[config.mk]
export PLATFORM = sky130hd
export DESIGN_NAME = a2d_round_robin
export DESIGN_NICKNAME = d
export VERILOG_FILES = /design/src/rtl/a2d_round_robin.sv
export SDC_FILE = /design/constraint.sdc
export NUM_CORES = 1
export LEC_CHECK = 0
export CORE_MARGIN = 1
export CORE_UTILIZATION = 40
export DETAILED_ROUTE_END_ITERATION = 8
export GPL_TIMING_DRIVEN = 0
export PLACE_DENSITY = 0.75
export SLEW_MARGIN = 20
export SYNTH_ARGS = -nofsm -noshare
export SYNTH_HDL_FRONTEND = slang
export SYNTH_SLANG_ARGS = --single-unit
export TNS_END_PERCENT = 5
[constraint.sdc]
create_clock -name clk -period 1.7 [get_ports clk]
set_input_delay 0.255 -clock clk [delete_from_list [all_inputs] [get_ports clk]]
set_output_delay 0.255 -clock clk [all_outputs]
set_load 0.005 [all_outputs]
[src/rtl/a2d_round_robin.sv]
// Round-robin sequencer for four ADC128S channels through SPI_mstr16; two SPI
// transactions per channel. Define A2D_AVG_EN to average each capture with the held value.
module a2d_round_robin #(
    parameter logic [2:0] LFT_CH   = 3'd0,
    parameter logic [2:0] RGHT_CH  = 3'd4,
    parameter logic [2:0] STEER_CH = 3'd5,
    parameter logic [2:0] BATT_CH  = 3'd6
) (
    input  logic        clk,
    input  logic        rst,
    input  logic        nxt,
    output logic [15:0] cmd,
    output logic        wrt,
    input  logic        done,
    input  logic [15:0] rd_data,
    output logic [11:0] lft_ld,
    output logic [11:0] rght_ld,
    output logic [11:0] steer_pot,
    output logic [11:0] batt,
    output logic        cnv_cmplt,
    output logic        busy
);

    typedef enum logic [1:0] {IDLE, WAIT1, GAP, WAIT2} state_t;

    state_t      state;
    logic [1:0]  rr_cnt;
    logic [2:0]  chnl;
    logic [11:0] res;
    logic        unused_rd_hi;

    assign unused_rd_hi = ^rd_data[15:12];

    always_comb begin
        chnl = LFT_CH;
        case (rr_cnt)
            2'd0: chnl = LFT_CH;
            2'd1: chnl = RGHT_CH;
            2'd2: chnl = STEER_CH;
            2'd3: chnl = BATT_CH;
            default: chnl = LFT_CH;
        endcase
    end

`ifdef A2D_AVG_EN
    logic [11:0] cur;
    logic [12:0] sum;

    always_comb begin
        cur = lft_ld;
        case (rr_cnt)
            2'd0: cur = lft_ld;
            2'd1: cur = rght_ld;
            2'd2: cur = steer_pot;
            2'd3: cur = batt;
            default: cur = lft_ld;
        endcase
    end

    // 13-bit sum so the halved result can never wrap
    assign sum = {1'b0, cur} + {1'b0, rd_data[11:0]};
    assign res = sum[12:1];
`else
    assign res = rd_data[11:0];
`endif

    always_ff @(posedge clk or posedge rst) begin
        if (rst) begin
            state     <= IDLE;
            rr_cnt    <= 2'd0;
            cmd       <= {2'b00, LFT_CH, 11'h000};
            wrt       <= 1'b0;
            cnv_cmplt <= 1'b0;
            busy      <= 1'b0;
            lft_ld    <= 12'h000;
            rght_ld   <= 12'h000;
            steer_pot <= 12'h000;
            batt      <= 12'h000;
        end else begin
            wrt       <= 1'b0;
            cnv_cmplt <= 1'b0;
            case (state)
                IDLE: if (nxt) begin
                    wrt   <= 1'b1;
                    busy  <= 1'b1;
                    cmd   <= {2'b00, chnl, 11'h000};
                    state <= WAIT1;
                end
                WAIT1: if (done) state <= GAP;
                // Second transaction repeats cmd; ADC returns the previous address' data
                GAP: begin
                    wrt   <= 1'b1;
                    state <= WAIT2;
                end
                WAIT2: if (done) begin
                    case (rr_cnt)
                        2'd0: lft_ld    <= res;
                        2'd1: rght_ld   <= res;
                        2'd2: steer_pot <= res;
                        2'd3: batt      <= res;
                        default: lft_ld <= res;
                    endcase
                    cnv_cmplt <= 1'b1;
                    busy      <= 1'b0;
                    rr_cnt    <= rr_cnt + 2'd1;
                    state     <= IDLE;
                end
                default: state <= IDLE;
            endcase
        end
    end

endmodule

==> impl_metrics.env <==
export IMPL_drt_pre_antenna_iters=2
export IMPL_critPathSlowestCell="dfrtp_1"
export IMPL_finalCritPeriodShare_pct=96.7
export IMPL_fin_crit_ns=1.64
export IMPL_ctsHoldBuffers=0
export IMPL_worst_clock_skew_ns=0.00808
export IMPL_clock_sinks=58
export IMPL_grt_use_total_pct=16.2
export IMPL_drc=0
export IMPL_maxCapViolCount=0
export IMPL_drt_wl_total_mm=5.08
export IMPL_slowest_delay_ns=0.42
export IMPL_grt_pass1_vias=1578
export IMPL_fmax_ghz=0.608
export IMPL_core_region_area_sq_mm=0.00635
export IMPL_cellLeakagePower_nw=1.82
export IMPL_cp_max_fo=10
export IMPL_rows=29
export IMPL_worst_r2r_cell_count=6
export IMPL_critPathKind="reg -> reg"
export IMPL_ioPinCount=87
export IMPL_ys_ff_latch=58
export IMPL_final_common_cell="clkdlybuf4s50_1"
export IMPL_finalSetupTns_ns=0
export IMPL_irDropWorstVdd_uv=986
export IMPL_dieArea_sq_mm=0.00688
export IMPL_worstSetupStartpointType="flip-flop"
export IMPL_rsz0062_at_grt="no"
export IMPL_power_density_mw_per_mm2=1810
export IMPL_reg2reg_slack_ns=0.06
export IMPL_num_vias=1556
export IMPL_hold_viol=0
export IMPL_synth_async_reset_ratio_pct=100
export IMPL_synth_edf_count=0
export IMPL_ys_types=23
export IMPL_io_buffers=69
export IMPL_worstPathCellList="ha_2 > and2_4 > buf_12 > nand2_4 > buf_8 > mux2_4"
export IMPL_cts_tree="yes"
export IMPL_nets=294
export IMPL_max_slew_margin_rel_pct=53.0
export IMPL_htree_levels=3
export IMPL_reg2reg_to="rght_ld[1]"
export IMPL_synth_ff_type="dfrtp_1"
export IMPL_grt_max_degree=59
export IMPL_slew_violations=0
export IMPL_start_util_pct=41.3
export IMPL_cts_buffer_depth=2
export IMPL_syn_area_sq_mm=0.00262
export IMPL_drive_gt1_share_pct=34.5
export IMPL_syn_to_final_growth_pct=41.1
export IMPL_diodes=0
export IMPL_worst_setup_path_end_kind="flip-flop"
export IMPL_clock_latency_ns=0.33
export IMPL_hold_path_class="in -> async"
export IMPL_syn_instance_count=169
export IMPL_place_gp_congestion=0.687
export IMPL_ant_nets=0
export IMPL_post_route_util_pct=58.2
export IMPL_cp_data_required_time_ns=1.92
export IMPL_antenna_found_initial=0
export IMPL_dp_hpwl_mm=3.43
export IMPL_layout_common_cells="clkdlybuf4s50_1, dfrtp_1, mux2_4"
export IMPL_rr_startpoint="state[0]"
export IMPL_ys_seq_area_share_pct=55.4
export IMPL_grt_pass1_wl_mm=8.45
export IMPL_fillCellCount=512
export IMPL_tightest_slew_ns=0.706
export IMPL_status="finished, final reports clean"
export IMPL_worstPathArrival_ns=1.86
export IMPL_setup_viol=0
export IMPL_grt_ovfl_total=0
export IMPL_viasPerCell=4.52
export IMPL_drtIter0Drc=27
export IMPL_dieHeight_um=83.0
export IMPL_numCtsBuffers=9
export IMPL_die_w_um=83.0
export IMPL_fin_hold_ws_ns=0.385
export IMPL_clock_root_buffer="clkbuf_8"
export IMPL_drt_wirelength_per_cell_um=14.8
export IMPL_synth_warnings=0
export IMPL_syn_area_per_cell_sq_um=15.5
export IMPL_clk_pin_slew_worst_paths_ns=0.07
==> final cells by class <==
class,count,area [sq um],area share (%)
Inverter,5,21.3,0.575
Clock buffer,11,141,3.82
Timing Repair Buffer,70,698,18.9
Sequential cell,58,1450,39.2
Multi-Input combinational cell,100,1040,28.2
Tap cell,77,96.3,2.60
Clock inverter,5,77.6,2.10
Buffer,18,170,4.60
==> critical path, delay by kind of cell, from the launching register on <==
| family | cells | cell delay (ns) |
|---|---|---|
| adders and majority gates | 1 | 0.23 |
| buffers and inverters | 2 | 0.31 |
| muxes | 1 | 0.31 |
| DFF | 1 | 0.42 |
| and+or+nand+nor | 2 | 0.26 |
==> metrics by stage <==
stage          worst slack, ns  power (W)  std cells  area (sq um)
2_1_floorplan           0.0170    0.00377        181          2670
3_3_place_gp             -1.05    0.00521        327          3450
3_5_place_dp           -0.0682    0.00530        327          3460
4_1_cts                0.00612    0.00674        343          3690
5_1_grt                0.00163    0.00711        344          3700
6_report                0.0561    0.00669        344          3700
==> per-layer routing <==
layer  share of wire [%]  GRT usage, %  vias up
met4                 2.0          8.46        0
met5                   0             0        -
met2                  45          23.1       60
met1                  48          22.1      756
met3                 5.4          5.07        8
li1                    -             -      732
==> logic make-up (layout without fill, tap and decap cells) <==
kind of cell / after synthesis / in the layout / share of synthesized area, %
simple gates: 17 / 17 / 4.20
mux: 52 / 52 / 26.6
xor+xnor: 1 / 1 / 0.334
flops: 58 / 58 / 55.4
buf+inv: 23 / 109 / 6.68
fa+ha+maj: 12 / 12 / 5.73
compound gates: 5 / 5 / 0.955
other cells: 1 / 13 / 0.143
==> worst max path at each step <==
stage / start / endpoint / slack, ns / depth (start not counted)
after floorplan: rst / batt[0] / 0.02 / 1
after global placement: rst / batt[2] / -1.05 / 2
after detailed placement: done / lft_ld[8] / -0.07 / 6
after CTS: state[0] / rght_ld[3] / 0.006 / 6
after global routing: state[0] / lft_ld[6] / 0.002 / 6
final: state[0] / rght_ld[1] / 0.06 / 6
==> report_power, final <==
part / internal, W / switching, W
clock network: 0.000860 / 0.000539
registers: 0.00205 / 0.000397
logic: 0.00199 / 0.000862
total: 0.00489 / 0.00180
==> what timing repair did <==
| action | CTS | global route |
|---|---|---|
| gates resized for setup | 3 | 2 |
| endpoints found under the hold margin | 0 | 0 |
| buffers inserted | 0 | 1 |
| setup endpoints to repair | 20 | 40 |
==> flip-flops by register name, indices dropped and copies added, names as in the netlist <==
name and count:
cmd 3, steer_pot 12, rr_cnt 2, batt 12
state 2, busy 1, cnv_cmplt 1, lft_ld 12
wrt 1, rght_ld 12
==> cell usage after synthesis, types with 2 or more instances <==
| cell | count | area (sq um) |
|---|---|---|
| nand2b_1 | 3 | 18.8 |
| o21ai_0 | 3 | 15.0 |
| inv_1 | 5 | 18.8 |
| buf_6 | 3 | 33.8 |
| dfrtp_1 | 58 | 1450 |
| nand3_1 | 2 | 10.0 |
| a21oi_1 | 2 | 10.0 |
| buf_4 | 13 | 97.6 |
| mux2_4 | 30 | 450 |
| ha_1 | 12 | 150 |
| mux2_2 | 21 | 236 |
| nor2_1 | 2 | 7.51 |
| nand2_1 | 3 | 11.3 |
| nand2_4 | 3 | 33.8 |
No activity file was read; power rests on OpenSTA's default activity.
